==> config.mk <==
export PLATFORM = sky130hd
export DESIGN_NAME = riscv_lsu_flat
export DESIGN_NICKNAME = d
export VERILOG_FILES = /design/src/rtl/riscv_lsu_pkg.sv /design/src/rtl/riscv_lsu_if.sv /design/src/rtl/riscv_lsu_align.sv /design/src/rtl/riscv_lsu.sv /design/src/flat_wrapper.sv
export SDC_FILE = /design/constraint.sdc
export NUM_CORES = 1
export LEC_CHECK = 0
export CORE_UTILIZATION = 65
export DETAILED_ROUTE_END_ITERATION = 10
export DONT_BUFFER_PORTS = 1
export PLACE_DENSITY = 0.9
export SLEW_MARGIN = 40
export SYNTH_ARGS = -nofsm -noshare
export SYNTH_HDL_FRONTEND = slang
export SYNTH_HIERARCHICAL = 1
export SYNTH_SLANG_ARGS = --single-unit
export TNS_END_PERCENT = 20
==> constraint.sdc <==
create_clock -name clk -period 4.2 [get_ports clk]
set_input_delay 1.05 -clock clk [delete_from_list [all_inputs] [get_ports clk]]
set_output_delay 1.05 -clock clk [all_outputs]
set_load 0.01 [all_outputs]
==> src/rtl/riscv_lsu_pkg.sv <==
// Shared encodings for the load/store unit: access sizes, response error codes
// and FSM state values (kept as plain constants for legacy riscv_defs parity).
package riscv_lsu_pkg;

    localparam logic [1:0] LSU_SIZE_B = 2'b00;
    localparam logic [1:0] LSU_SIZE_H = 2'b01;
    localparam logic [1:0] LSU_SIZE_W = 2'b10;
    localparam logic [1:0] LSU_SIZE_D = 2'b11;

    localparam logic [1:0] LSU_ERR_OK       = 2'b00;
    localparam logic [1:0] LSU_ERR_MISALIGN = 2'b01;
    localparam logic [1:0] LSU_ERR_TIMEOUT  = 2'b10;

    localparam logic [1:0] LSU_ST_IDLE = 2'd0;
    localparam logic [1:0] LSU_ST_WAIT = 2'd1;
    localparam logic [1:0] LSU_ST_RESP = 2'd2;

endpackage

==> src/rtl/riscv_lsu_if.sv <==
// Core-side valid/ready request/response bundle and memory-side req/ack bundle.
// In both interfaces the master modport is the side that issues requests.
interface riscv_lsu_core_if #(
    parameter int XLEN   = 32,
    parameter int ADDR_W = 32
);
    logic              req_valid;
    logic              req_ready;
    logic              req_we;
    logic [1:0]        req_size;
    logic              req_unsigned;
    logic [ADDR_W-1:0] req_addr;
    logic [XLEN-1:0]   req_wdata;
    logic              resp_valid;
    logic [XLEN-1:0]   resp_rdata;
    logic [1:0]        resp_err;

    modport master (
        output req_valid, req_we, req_size, req_unsigned, req_addr, req_wdata,
        input  req_ready, resp_valid, resp_rdata, resp_err
    );
    modport slave (
        input  req_valid, req_we, req_size, req_unsigned, req_addr, req_wdata,
        output req_ready, resp_valid, resp_rdata, resp_err
    );
endinterface

interface riscv_lsu_mem_if #(
    parameter int XLEN   = 32,
    parameter int ADDR_W = 32
);
    logic              req;
    logic              we;
    logic [XLEN/8-1:0] be;
    logic [ADDR_W-1:0] addr;
    logic [XLEN-1:0]   wdata;
    logic              ack;
    logic [XLEN-1:0]   rdata;

    modport master (
        output req, we, be, addr, wdata,
        input  ack, rdata
    );
    modport slave (
        input  req, we, be, addr, wdata,
        output ack, rdata
    );
endinterface

==> src/rtl/riscv_lsu_align.sv <==
// Combinational lane logic: store replication, byte enables, misalign check,
// and load field extraction with sign/zero extension.
module riscv_lsu_align
    import riscv_lsu_pkg::*;
#(
    parameter int XLEN = 32,
    localparam int NB   = XLEN / 8,
    localparam int OFFW = $clog2(XLEN / 8)
) (
    input  logic [1:0]      st_size,
    input  logic [OFFW-1:0] st_off,
    input  logic [XLEN-1:0] st_wdata,
    output logic [NB-1:0]   st_be,
    output logic [XLEN-1:0] st_wdata_rep,
    output logic            st_misalign,
    input  logic [1:0]      ld_size,
    input  logic [OFFW-1:0] ld_off,
    input  logic            ld_unsigned,
    input  logic [XLEN-1:0] ld_rdata,
    output logic [XLEN-1:0] ld_data
);

    logic [XLEN-1:0] ld_shifted;
    logic [XLEN-1:0] ld_mask;
    logic            ld_sign;

    always_comb begin
        st_be        = '0;
        st_wdata_rep = st_wdata;
        st_misalign  = 1'b0;
        case (st_size)
            LSU_SIZE_B: begin
                st_be        = NB'(1) << st_off;
                st_wdata_rep = {NB{st_wdata[7:0]}};
            end
            LSU_SIZE_H: begin
                st_be        = NB'(3) << st_off;
                st_wdata_rep = {(NB/2){st_wdata[15:0]}};
                st_misalign  = st_off[0];
            end
            LSU_SIZE_W: begin
                st_be        = NB'(15) << st_off;
                st_wdata_rep = {(NB/4){st_wdata[31:0]}};
                st_misalign  = (st_off[1:0] != 2'b00);
            end
            default: begin
                st_be        = '1;
                st_wdata_rep = st_wdata;
                st_misalign  = (XLEN != 64) || (st_off != '0);
            end
        endcase
    end

    // Sign bit is taken from the top of the selected field, not a fixed lane.
    always_comb begin
        ld_shifted = ld_rdata >> {ld_off, 3'b000};
        ld_mask    = '1;
        ld_sign    = 1'b0;
        case (ld_size)
            LSU_SIZE_B: begin
                ld_mask = XLEN'(8'hFF);
                ld_sign = ld_shifted[7];
            end
            LSU_SIZE_H: begin
                ld_mask = XLEN'(16'hFFFF);
                ld_sign = ld_shifted[15];
            end
            LSU_SIZE_W: begin
                ld_mask = XLEN'(32'hFFFF_FFFF);
                ld_sign = ld_shifted[31];
            end
            default: begin
                ld_mask = '1;
                ld_sign = 1'b0;
            end
        endcase
        ld_data = ld_shifted & ld_mask;
        if (!ld_unsigned && ld_sign) begin
            ld_data = ld_data | ~ld_mask;
        end
    end

endmodule

==> src/rtl/riscv_lsu.sv <==
// Multi-cycle load/store unit: valid/ready core port, req/ack memory port,
// with misalign rejection and a bounded wait for mem_ack.
module riscv_lsu
    import riscv_lsu_pkg::*;
#(
    parameter int XLEN           = 32,
    parameter int ADDR_W         = 32,
    parameter int TIMEOUT_CYCLES = 255,
    parameter int CNT_W          = $clog2(TIMEOUT_CYCLES + 1)
) (
    input  logic            clk,
    input  logic            rst,
    riscv_lsu_core_if.slave core,
    riscv_lsu_mem_if.master mem
);

    localparam int NB   = XLEN / 8;
    localparam int OFFW = $clog2(NB);

    logic [1:0]        state_q, state_d;
    logic              we_q, we_d;
    logic [1:0]        size_q, size_d;
    logic              uns_q, uns_d;
    logic [OFFW-1:0]   off_q, off_d;
    logic [NB-1:0]     be_q, be_d;
    logic [ADDR_W-1:0] addr_q, addr_d;
    logic [XLEN-1:0]   wdata_q, wdata_d;
    logic [CNT_W-1:0]  cnt_q, cnt_d;
    logic [XLEN-1:0]   rdata_q, rdata_d;
    logic [1:0]        err_q, err_d;

    logic [NB-1:0]     st_be;
    logic [XLEN-1:0]   st_wdata;
    logic              st_misalign;
    logic [XLEN-1:0]   ld_data;

    riscv_lsu_align #(.XLEN(XLEN)) u_align (
        .st_size      (core.req_size),
        .st_off       (core.req_addr[OFFW-1:0]),
        .st_wdata     (core.req_wdata),
        .st_be        (st_be),
        .st_wdata_rep (st_wdata),
        .st_misalign  (st_misalign),
        .ld_size      (size_q),
        .ld_off       (off_q),
        .ld_unsigned  (uns_q),
        .ld_rdata     (mem.rdata),
        .ld_data      (ld_data)
    );

    always_comb begin
        state_d = state_q;
        we_d    = we_q;
        size_d  = size_q;
        uns_d   = uns_q;
        off_d   = off_q;
        be_d    = be_q;
        addr_d  = addr_q;
        wdata_d = wdata_q;
        cnt_d   = cnt_q;
        rdata_d = rdata_q;
        err_d   = err_q;
        case (state_q)
            LSU_ST_IDLE: begin
                if (core.req_valid) begin
                    we_d    = core.req_we;
                    size_d  = core.req_size;
                    uns_d   = core.req_unsigned;
                    off_d   = core.req_addr[OFFW-1:0];
                    be_d    = st_be;
                    addr_d  = {core.req_addr[ADDR_W-1:OFFW], {OFFW{1'b0}}};
                    wdata_d = st_wdata;
                    cnt_d   = '0;
                    if (st_misalign) begin
                        state_d = LSU_ST_RESP;
                        rdata_d = '0;
                        err_d   = LSU_ERR_MISALIGN;
                    end else begin
                        state_d = LSU_ST_WAIT;
                    end
                end
            end
            LSU_ST_WAIT: begin
                if (cnt_q != CNT_W'(TIMEOUT_CYCLES)) begin
                    cnt_d = cnt_q + CNT_W'(1);
                end
                // Ack is checked first so a same-cycle ack beats the timeout.
                if (mem.ack) begin
                    state_d = LSU_ST_RESP;
                    rdata_d = we_q ? '0 : ld_data;
                    err_d   = LSU_ERR_OK;
                end else if (cnt_q == CNT_W'(TIMEOUT_CYCLES - 1)) begin
                    state_d = LSU_ST_RESP;
                    rdata_d = '0;
                    err_d   = LSU_ERR_TIMEOUT;
                end
            end
            LSU_ST_RESP: state_d = LSU_ST_IDLE;
            default:     state_d = LSU_ST_IDLE;
        endcase
    end

    always_ff @(posedge clk or negedge rst) begin
        if (!rst) begin
            state_q <= LSU_ST_IDLE;
            we_q    <= 1'b0;
            size_q  <= LSU_SIZE_B;
            uns_q   <= 1'b0;
            off_q   <= '0;
            be_q    <= '0;
            addr_q  <= '0;
            wdata_q <= '0;
            cnt_q   <= '0;
            rdata_q <= '0;
            err_q   <= LSU_ERR_OK;
        end else begin
            state_q <= state_d;
            we_q    <= we_d;
            size_q  <= size_d;
            uns_q   <= uns_d;
            off_q   <= off_d;
            be_q    <= be_d;
            addr_q  <= addr_d;
            wdata_q <= wdata_d;
            cnt_q   <= cnt_d;
            rdata_q <= rdata_d;
            err_q   <= err_d;
        end
    end

    // mem_req decodes straight from state so reset drops it asynchronously.
    assign core.req_ready  = (state_q == LSU_ST_IDLE);
    assign core.resp_valid = (state_q == LSU_ST_RESP);
    assign core.resp_rdata = rdata_q;
    assign core.resp_err   = err_q;
    assign mem.req         = (state_q == LSU_ST_WAIT);
    assign mem.we          = we_q;
    assign mem.be          = be_q;
    assign mem.addr        = addr_q;
    assign mem.wdata       = wdata_q;

endmodule

==> src/flat_wrapper.sv <==
// flat-port wrapper written by rule: the top's interface ports become plain ports
module riscv_lsu_flat import riscv_lsu_pkg::*;
#(
    parameter int XLEN           = 32,
    parameter int ADDR_W         = 32,
    parameter int TIMEOUT_CYCLES = 255,
    parameter int CNT_W          = $clog2(TIMEOUT_CYCLES + 1)
)
  (clk, rst, core_req_valid, core_req_we, core_req_size, core_req_unsigned, core_req_addr, core_req_wdata, core_req_ready, core_resp_valid, core_resp_rdata, core_resp_err, mem_req, mem_we, mem_be, mem_addr, mem_wdata, mem_ack, mem_rdata);
  riscv_lsu_core_if #(.XLEN(XLEN), .ADDR_W(ADDR_W)) core_i ();
  riscv_lsu_mem_if #(.XLEN(XLEN), .ADDR_W(ADDR_W)) mem_i ();
  input  logic clk;
  input  logic rst;
  input wire logic [$bits(core_i.req_valid)-1:0] core_req_valid;
  input wire logic [$bits(core_i.req_we)-1:0] core_req_we;
  input wire logic [$bits(core_i.req_size)-1:0] core_req_size;
  input wire logic [$bits(core_i.req_unsigned)-1:0] core_req_unsigned;
  input wire logic [$bits(core_i.req_addr)-1:0] core_req_addr;
  input wire logic [$bits(core_i.req_wdata)-1:0] core_req_wdata;
  output wire logic [$bits(core_i.req_ready)-1:0] core_req_ready;
  output wire logic [$bits(core_i.resp_valid)-1:0] core_resp_valid;
  output wire logic [$bits(core_i.resp_rdata)-1:0] core_resp_rdata;
  output wire logic [$bits(core_i.resp_err)-1:0] core_resp_err;
  output wire logic [$bits(mem_i.req)-1:0] mem_req;
  output wire logic [$bits(mem_i.we)-1:0] mem_we;
  output wire logic [$bits(mem_i.be)-1:0] mem_be;
  output wire logic [$bits(mem_i.addr)-1:0] mem_addr;
  output wire logic [$bits(mem_i.wdata)-1:0] mem_wdata;
  input wire logic [$bits(mem_i.ack)-1:0] mem_ack;
  input wire logic [$bits(mem_i.rdata)-1:0] mem_rdata;
  assign core_i.req_valid = core_req_valid;
  assign core_i.req_we = core_req_we;
  assign core_i.req_size = core_req_size;
  assign core_i.req_unsigned = core_req_unsigned;
  assign core_i.req_addr = core_req_addr;
  assign core_i.req_wdata = core_req_wdata;
  assign core_req_ready = core_i.req_ready;
  assign core_resp_valid = core_i.resp_valid;
  assign core_resp_rdata = core_i.resp_rdata;
  assign core_resp_err = core_i.resp_err;
  assign mem_req = mem_i.req;
  assign mem_we = mem_i.we;
  assign mem_be = mem_i.be;
  assign mem_addr = mem_i.addr;
  assign mem_wdata = mem_i.wdata;
  assign mem_i.ack = mem_ack;
  assign mem_i.rdata = mem_rdata;
  riscv_lsu #(.XLEN(XLEN), .ADDR_W(ADDR_W), .TIMEOUT_CYCLES(TIMEOUT_CYCLES), .CNT_W(CNT_W)) u_core (.clk(clk), .rst(rst), .core(core_i), .mem(mem_i));
endmodule
* Yosys cells after proc, flatten, opt, wreduce, memory -nomap -nowiden
Index checks and enable logic that the tools add are counted.
** Operators by class
- Bitwise gates (word level) :: 3
- Multiplexer cells :: 24
- $add $sub $neg :: 1
- Shifts and indexed selects :: 4
- Reductions and logical operators :: 11
- Equal/unequal tests :: 12
** Operator list (count)
- $mux W32 :: 6
- $pmux W32 S2 :: 3
- $and A32 B32 Y32 :: 1
- $not A32 Y32 :: 1
- $or A32 B32 Y32 :: 1
- $shr A32 B5 Y32 :: 1
- $mux W8 :: 2
- $pmux W8 S2 :: 1
- $mux W2 :: 7
- $pmux W4 S3 :: 1
- $add A8 B1 Y8 const B :: 1
- $eq A8 B8 Y1 const B :: 1
- $ne A8 B8 Y1 const B :: 1
- $pmux W2 S2 :: 2
- $eq A2 B1 Y1 const B :: 3
- $eq A2 B2 Y1 const B :: 3
- $logic_not A2 Y1 :: 3
- $pmux W1 S3 :: 2
- $ne A2 B1 Y1 const B :: 2
- $reduce_and A2 Y1 :: 2
- $reduce_and A4 Y1 :: 1
- $reduce_bool A2 Y1 :: 2
- $shl A1 B2 Y4 const A :: 1
- $shl A2 B2 Y4 const A :: 1
- other kinds (6) :: 6
** Word-level totals
- Input bits :: 104
- Output and inout port bits :: 106
- Bits in registers :: 116
- Logic and storage cells :: 66

* Longest topological paths before layout
Gate-level depths: netlist of the first run.
- Word-level depth :: 8
- Gate-level depth with buffers :: 9
- Gate-level depth less buffers :: 7

* Modules after synthesis
The synthesis of the first run kept the hierarchy.
** Modules (own cells, without submodules)
- riscv_lsu :: cells an instance 452, area an instance 4548.1 µm², instances 1, sequential area each 2902.8 µm²
- riscv_lsu_align :: cells an instance 182, area an instance 1340.0 µm², instances 1, sequential area each 0.0 µm²

* Worst setup path before layout of the first run
Ideal clock, no wire load.
- Path kind :: input -> register
- Start point :: input port core_req_size[1]
- End point :: register u_core.rdata_q[22] (netlist: u_core/core.resp_rdata[22])
- Stages :: 8
- Setup slack :: 1.692 ns
- Library setup time :: 0.122 ns
- Required time :: 4.078 ns
- Arrival time :: 2.387 ns
- Path buffers :: 2
- Cells stage by stage :: inv_1 > ha_1 > clkbuf_1 > nor2_1 > o21bai_1 > nand2_1 > clkbuf_1 > a32o_1
** On the way
- Cells in the longest elaborated chain, start to end :: 4
- Elaborated cells on any way between the ends :: 6
- Those cells by class :: eq/ne: 3; mux: 1; reduce/logical: 2
** Ends and longest elaborated chain
- start, declared :: RTL line flat_wrapper.sv:16 : input wire logic [$bits(core_i.req_size)-1:0] core_req_size;
- $eq A2 B2 Y1, or another cell as far along :: RTL line riscv_lsu_align.sv:31 : case (st_size)
- $pmux W1 S3 * :: RTL line riscv_lsu_align.sv:31
- net u_core.st_misalign :: RTL line riscv_lsu.sv:34 : logic st_misalign;
- $ne A2 B1 Y1 (no line) *
- $reduce_and A4 Y1 (no line) *
- end signal, assigned :: RTL line riscv_lsu.sv:126 : rdata_q <= rdata_d;
- end, declared :: RTL line riscv_lsu.sv:29 : logic [XLEN-1:0] rdata_q, rdata_d;
Mark *: on every way through the listed nets, which the timed path passes. The rest lies on a longest branch.
A chain may end at the register's enable or synchronous reset.

* Final worst setup path of the first run
- Start point :: register u_core.state_q[1]
- End point :: output port mem_req
** On the way
- Cells in the longest elaborated chain, start to end :: 1
** Ends and longest elaborated chain
- start, declared :: RTL line riscv_lsu.sv:20 : logic [1:0] state_q, state_d;
- start signal, assigned :: RTL line riscv_lsu.sv:117 : state_q <= state_d;
- $eq A2 B1 Y1 :: RTL line riscv_lsu.sv:136 : assign mem.req = (state_q == LSU_ST_WAIT);
- end, declared :: RTL line flat_wrapper.sv:24 : output wire logic [$bits(mem_i.req)-1:0] mem_req;
No other way between the ends.

==> reports/results.tsv, run 1 <==
stage	metric	value	unit
route	drt_iter0_drc	376	
cells_and_area	syn_to_final_growth	7.67	%
floorplan	die_h	97.2	um
power_and_ir_drop	ir_worst_vdd	0.345	mV
yosys	synthSimpleGateAreaFrac	0.221	
clocking	cts_resized	0	
grt	overflow	0	
floorplan	rows	34	
setup_path	critPathRequiredTime	3.15	ns
clocking	cts.sinks	116	
clocking	clk-insertion-delay-late	0.50	ns
setup_path	crit_fanout	8	
power_and_ir_drop	powerDensity	710	nW/um^2
grt	antenna_found_initial	0	
grt	grt_pass1_wl	23500	um
floorplan	start_util	0.672	
sta	worst_slack	1.66	ns
yosys	synth_adder_area_share	0.0127	
place	place_area	5760	sq um
floorplan	die_width	97.2	um
clocking	ctsHoldBuffers	0	
yosys	synth_top_family_by_area	simple AND/OR/NAND/NOR gates	
status	outcome	completed	
cells_and_area	mostFrequentLayoutCells	254 x nand2_1, 115 x dfrtp_1, 32 x a32o_1	
place	hpwlAfterDp	9710	um
setup_path	critPathLaunchType	flop	
yosys	async_reset_ff_frac	1.00	
place	port-buffer-count	0	
flow_run	drv_cap	0	
yosys	synth-seq-cells	116	
yosys	yosysTopAreaCellShare	0.493	
power_and_ir_drop	p_leak	3.07	nW
yosys	synth_compound_area_frac	0.162	
sta	timing.setup.tns	0	ns
sta	worstMarginPinSlew	0.726	ns
yosys	synth-main-ff-cell	dfrtp_1	
yosys	ys_warn_count	6	
route	drtAntennaViolNets	0	
yosys	seq_area_frac_synth	0.493	
sta	fmax	394	MHz
sta	maxSlewHeadroom	0.516	
floorplan	core	8760	sq um
yosys	ys_types	56	
yosys	synth_edf_count	0	
floorplan	io_pins	210	
setup_path	rrSetupSlack	2.05	ns
grt	grt_start_max_net_pins	117	
setup_path	r2r_end	u_core/core.resp_rdata[19]	
sta	slew_viol_final	0	
sta	clock_skew	0.0108	ns
route	wl_per_cell	20.2	um
place	dpl.cell_count	694	
clocking	cts_setup_buffers	0	
sta	hold_viol	0	
route	vias	4675	
sta	setup_violations	0	
floorplan	die_area	9440	sq um
clocking	h-tree-depth	4	
sta	fin_crit_sh	0.605	
yosys	synthXorXnorAreaFrac	0.00446	
clocking	clockBufferDepth	2	
setup_path	end_kind	primary output	
place	dpl_worst_slack	1.31	ns
clocking	cts_buffers	17	
grt	grt_pass1_vias	4628	
setup_path	r2r-start	u_core/off_q[1]	
setup_path	reg2reg_depth	4	
yosys	netlist_area	5890	sq um
setup_path	crit_arrival	1.49	ns
sta	rsz0062_at_grt	false	
cells_and_area	instances_no_fill	726	
cells_and_area	final_layout_size_suffix_gt1_frac	0.104	
cells_and_area	diodes	0	
cells_and_area	layout_commonest_cell	nand2_1	
route	drc_errors	0	
yosys	synth_area_leaders	dfrtp_1 49%, nand2_1 16%, a32o_1 5.4%, mux2i_1 2.9%, o31ai_2 1.7%	
setup_path	startpoint	u_core/state_q[1]	
clocking	cts_tree	yes	
yosys	yosys-mux-area-fraction	0.0480	
cells_and_area	fill_cells	640	
cells_and_area	finalInstanceArea	6340	sq um
hold_path	hold_path_class	in -> async	
route	firstDrtPassIters	5	
yosys	avgSynthCellArea	9.29	sq um
yosys	syn_inst	634	
sta	min_period	2.54	ns
grt	grt_usage	0.318	
cells_and_area	fin_nets	715	
clocking	cts.clk_slew.worst_paths	0.06	ns
setup_path	crit_end	mem_req	
route	drt-total-wl	14600	um
setup_path	critPathKind	reg -> out	
yosys	netlist.top_cell.by_area	dfrtp_1	
place	gp_congestion	0.940	
clocking	cts_root_buf	clkbuf_8	
route	viasPerCell	6.44	
cell usage after synthesis (all sizes together), types with 2 or more instances:
| cell type | instances |
|---|---|
| or2 | 11 |
| a22o | 8 |
| xor2 | 2 |
| nand3 | 10 |
| a211oi | 7 |
| a21oi | 14 |
| nand2b | 5 |
| o21ai | 11 |
| nand2 | 256 |
| a32o | 32 |
| clkbuf | 18 |
| ha | 6 |
| mux2 | 8 |
| nor2 | 9 |
| buf | 36 |
| a22oi | 8 |
| dfrtp | 116 |
| o32ai | 8 |
| nor3b | 2 |
| mux2i | 17 |
| o31ai | 8 |
| a31oi | 7 |
| o21bai | 3 |
| inv | 6 |
| o21ba | 2 |
| nor2b | 10 |
per-stage QoR:
| step | hold WS (ns) | util | total power, mW |
|---|---|---|---|
| 6_report | 0.244 | 0.723 | 4.50 |
| 5_1_grt | 0.210 | 0.723 | 4.74 |
| 4_1_cts | 0.221 | 0.722 | 4.50 |
| 3_5_place_dp | 0.522 | 0.657 | 3.13 |
| 3_3_place_gp | 0.498 | 0.655 | 3.06 |
| 2_1_floorplan | 0.447 | - | 2.90 |
sequential cells by signal, summed over array words and instances, names as in the netlist:
signal                  cells
u_core/uns_q                1
u_core/core.resp_err        2
u_core/mem.we               1
u_core/core.resp_rdata     32
u_core/mem.be               4
u_core/mem.addr            30
u_core/state_q              2
u_core/size_q               2
u_core/mem.wdata           32
u_core/cnt_q                8
u_core/off_q                2
layout make-up:
cell class / count / area [sq um] / area share
timing repair buffer: 5 / 37.5 / 0.00592
tap: 108 / 135 / 0.0213
clock buffer: 24 / 500 / 0.0789
clock inverter: 8 / 72.6 / 0.0114
sequential: 116 / 2900 / 0.458
inverter: 6 / 22.5 / 0.00355
multi-input combinational: 459 / 2670 / 0.421
cells by family after synthesis:
| kind of cell | Yosys count |
|---|---|
| DFF | 116 |
| adders and majority gates | 6 |
| other | 1 |
| buffers and inverters | 60 |
| xor gates and xnor gates | 3 |
| muxes | 26 |
| and+or+nand+nor | 309 |
| AOI/OAI and AO/OA | 113 |
how the worst min path moves through the flow:
stage	startpoint	endpoint	slack, ns	cells after the start
finish	rst	u_core/core.resp_rdata[10]	0.24	0
global route	rst	u_core/state_q[1]	0.21	0
CTS	rst	u_core/core.resp_rdata[10]	0.22	0
detailed placement	u_core/cnt_q[2]	u_core/cnt_q[2]	0.52	1
global placement	u_core/uns_q	u_core/uns_q	0.50	2
floorplan	u_core/off_q[1]	u_core/off_q[1]	0.45	2
critical path, cell delays in order (launching register included):
cell	delay [ns]
dfrtp_1	0.41
nand2b_1	0.32
inv_2	0.26
power breakdown:
group / internal, mW / switching (mW) / leakage, nW
Clock: 0.874 / 0.483 / 0.279
Sequential: 1.51 / 0.531 / 1.48
Combinational: 0.446 / 0.656 / 1.32
Total: 2.83 / 1.67 / 3.07
routing by layer:
layer | wire length, um | track usage
met1 | 5620 | 0.395
met2 | 6900 | 0.489
met3 | 1600 | 0.115
met4 | 515 | 0.169
met5 | 0 | 0
No activity file was read; power rests on OpenSTA's default activity.
==> run 2, diff against run 1 <==
- CORE_UTILIZATION: 65 -> 64
- PLACE_DENSITY: 0.9 -> 0.89
- clock period: 4.2 -> 2.5 ns (I/O delays scaled with it)
==> reports/results.tsv, run 2 (same netlist as run 1, synthesis figures left out) <==
stage	metric	value	unit
status	outcome	finished with violations	
status	violations	DRC, hold timing	
sta	min_period	2.16	ns
clocking	cts_resized	0	
place	port-buffer-count	0	
grt	grt_usage	0.315	
clocking	cts_setup_buffers	0	
floorplan	start_util	0.669	
hold_path	hold_path_class	in -> async	
clocking	cts_tree	yes	
power_and_ir_drop	powerDensity	1200	nW/um^2
setup_path	slowest_delay	0.42	ns
setup_path	rrSetupSlack	0.47	ns
grt	antenna_found_initial	0	
place	gp_congestion	0.911	
cells_and_area	fin_nets	721	
flow_run	drv_cap	0	
power_and_ir_drop	p_leak	3.09	nW
setup_path	critPathLaunchType	flop	
clocking	cts_root_buf	clkbuf_8	
floorplan	die_area	9590	sq um
route	drtAntennaViolNets	0	
cells_and_area	layout_commonest_cell	nand2_1	
route	drt_iter0_drc	344	
floorplan	die_h	97.9	um
sta	fin_crit_sh	0.866	
setup_path	critPathKind	reg -> out	
sta	setup_violations	0	
setup_path	reg2reg_depth	4	
sta	hold-worst-slack	-0.190	ns
clocking	h-tree-depth	4	
route	wl_per_cell	20.3	um
cells_and_area	final_layout_size_suffix_gt1_frac	0.109	
route	viasPerCell	6.40	
sta	slew_viol_final	0	
sta	fmax	462	MHz
floorplan	die_width	97.9	um
clocking	cts.sinks	116	
setup_path	r2r-start	u_core/off_q[1]	
sta	hold_viol	116	
grt	grt_pass1_wl	23300	um
grt	overflow	0	
cells_and_area	syn_to_final_growth	8.35	%
cells_and_area	mostFrequentLayoutCells	255 x nand2_1, 116 x dfrtp_1, 32 x a32o_1	
setup_path	crit_arrival	1.54	ns
setup_path	worst-path-buf-inv	1	
route	drc_errors	14	
clocking	cts.clk_slew.worst_paths	0.06	ns
setup_path	crit_slowest_cell	dfrtp_1	
clocking	clockBufferDepth	2	
sta	clock_skew	0.00999	ns
sta	maxSlewHeadroom	0.499	
clocking	cts_buffers	17	
cells_and_area	diodes	0	
grt	grt_pass1_vias	4601	
grt	grt_start_max_net_pins	117	
floorplan	rows	34	
clocking	clk-insertion-delay-late	0.51	ns
setup_path	end_kind	primary output	
route	drt-total-wl	14800	um
route	vias	4685	
sta	rsz0062_at_grt	false	
power_and_ir_drop	ir_worst_vdd	0.647	mV
sta	timing.setup.tns	0	ns
sta	worstMarginPinSlew	0.752	ns
route	firstDrtPassIters	9	
setup_path	crit_fanout	8	
place	hpwlAfterDp	9860	um
floorplan	io_pins	210	
setup_path	cp_cell_sequence	nand2b_1 > inv_2	
setup_path	r2r_end	u_core/core.resp_rdata[18]	
floorplan	core	8810	sq um
setup_path	worst_path_dominant_cell_family	flip-flops	
setup_path	critPathRequiredTime	1.88	ns
==> run 2: worst max-delay path by stage <==
stage / from / endpoint / cells past startpoint
global placement: mem_rdata[31] / u_core/core.resp_rdata[18] / 4
detailed placement: mem_rdata[31] / u_core/core.resp_rdata[18] / 4
global route: u_core/state_q[1] / mem_req / 2
floorplan: core_req_size[1] / u_core/core.resp_rdata[22] / 8
finish: u_core/state_q[1] / mem_req / 2
CTS: u_core/state_q[1] / mem_req / 2
==> run 2: layer usage <==
metal	GRT usage	vias up	share of wire	wire, um
li1	-	2113	-	-
met1	0.374	2244	0.37	5500
met2	0.508	294	0.49	7260
met3	0.120	34	0.11	1660
met4	0.150	0	0.029	425
met5	0	-	0	0
==> run 2: cell type report <==
type                       count  area [sq um]
multi-input combinational    459          2660
fill                         612          2430
inverter                       6          22.5
clock inverter                12           131
clock buffer                  20           445
sequential                   116          2900
timing repair buffer          11          82.6
tap                          108           135
==> run 2: through the flow <==
stage	power [mW]	instances	utilization	area, sq um	setup slack, ns
finish	7.65	732	0.724	6380	0.336
global route	8.02	732	0.724	6380	0.266
CTS	7.65	732	0.724	6370	0.327
detailed placement	5.29	700	0.658	5800	0.485
global placement	5.18	700	0.658	5800	0.523
floorplan	4.87	635	-	5890	0.417
==> run 2: where the power goes <==
part | leakage, nW | switching [mW] | internal [mW]
logic | 1.34 | 1.13 | 0.768
registers | 1.48 | 0.880 | 2.54
clock network | 0.273 | 0.858 | 1.47
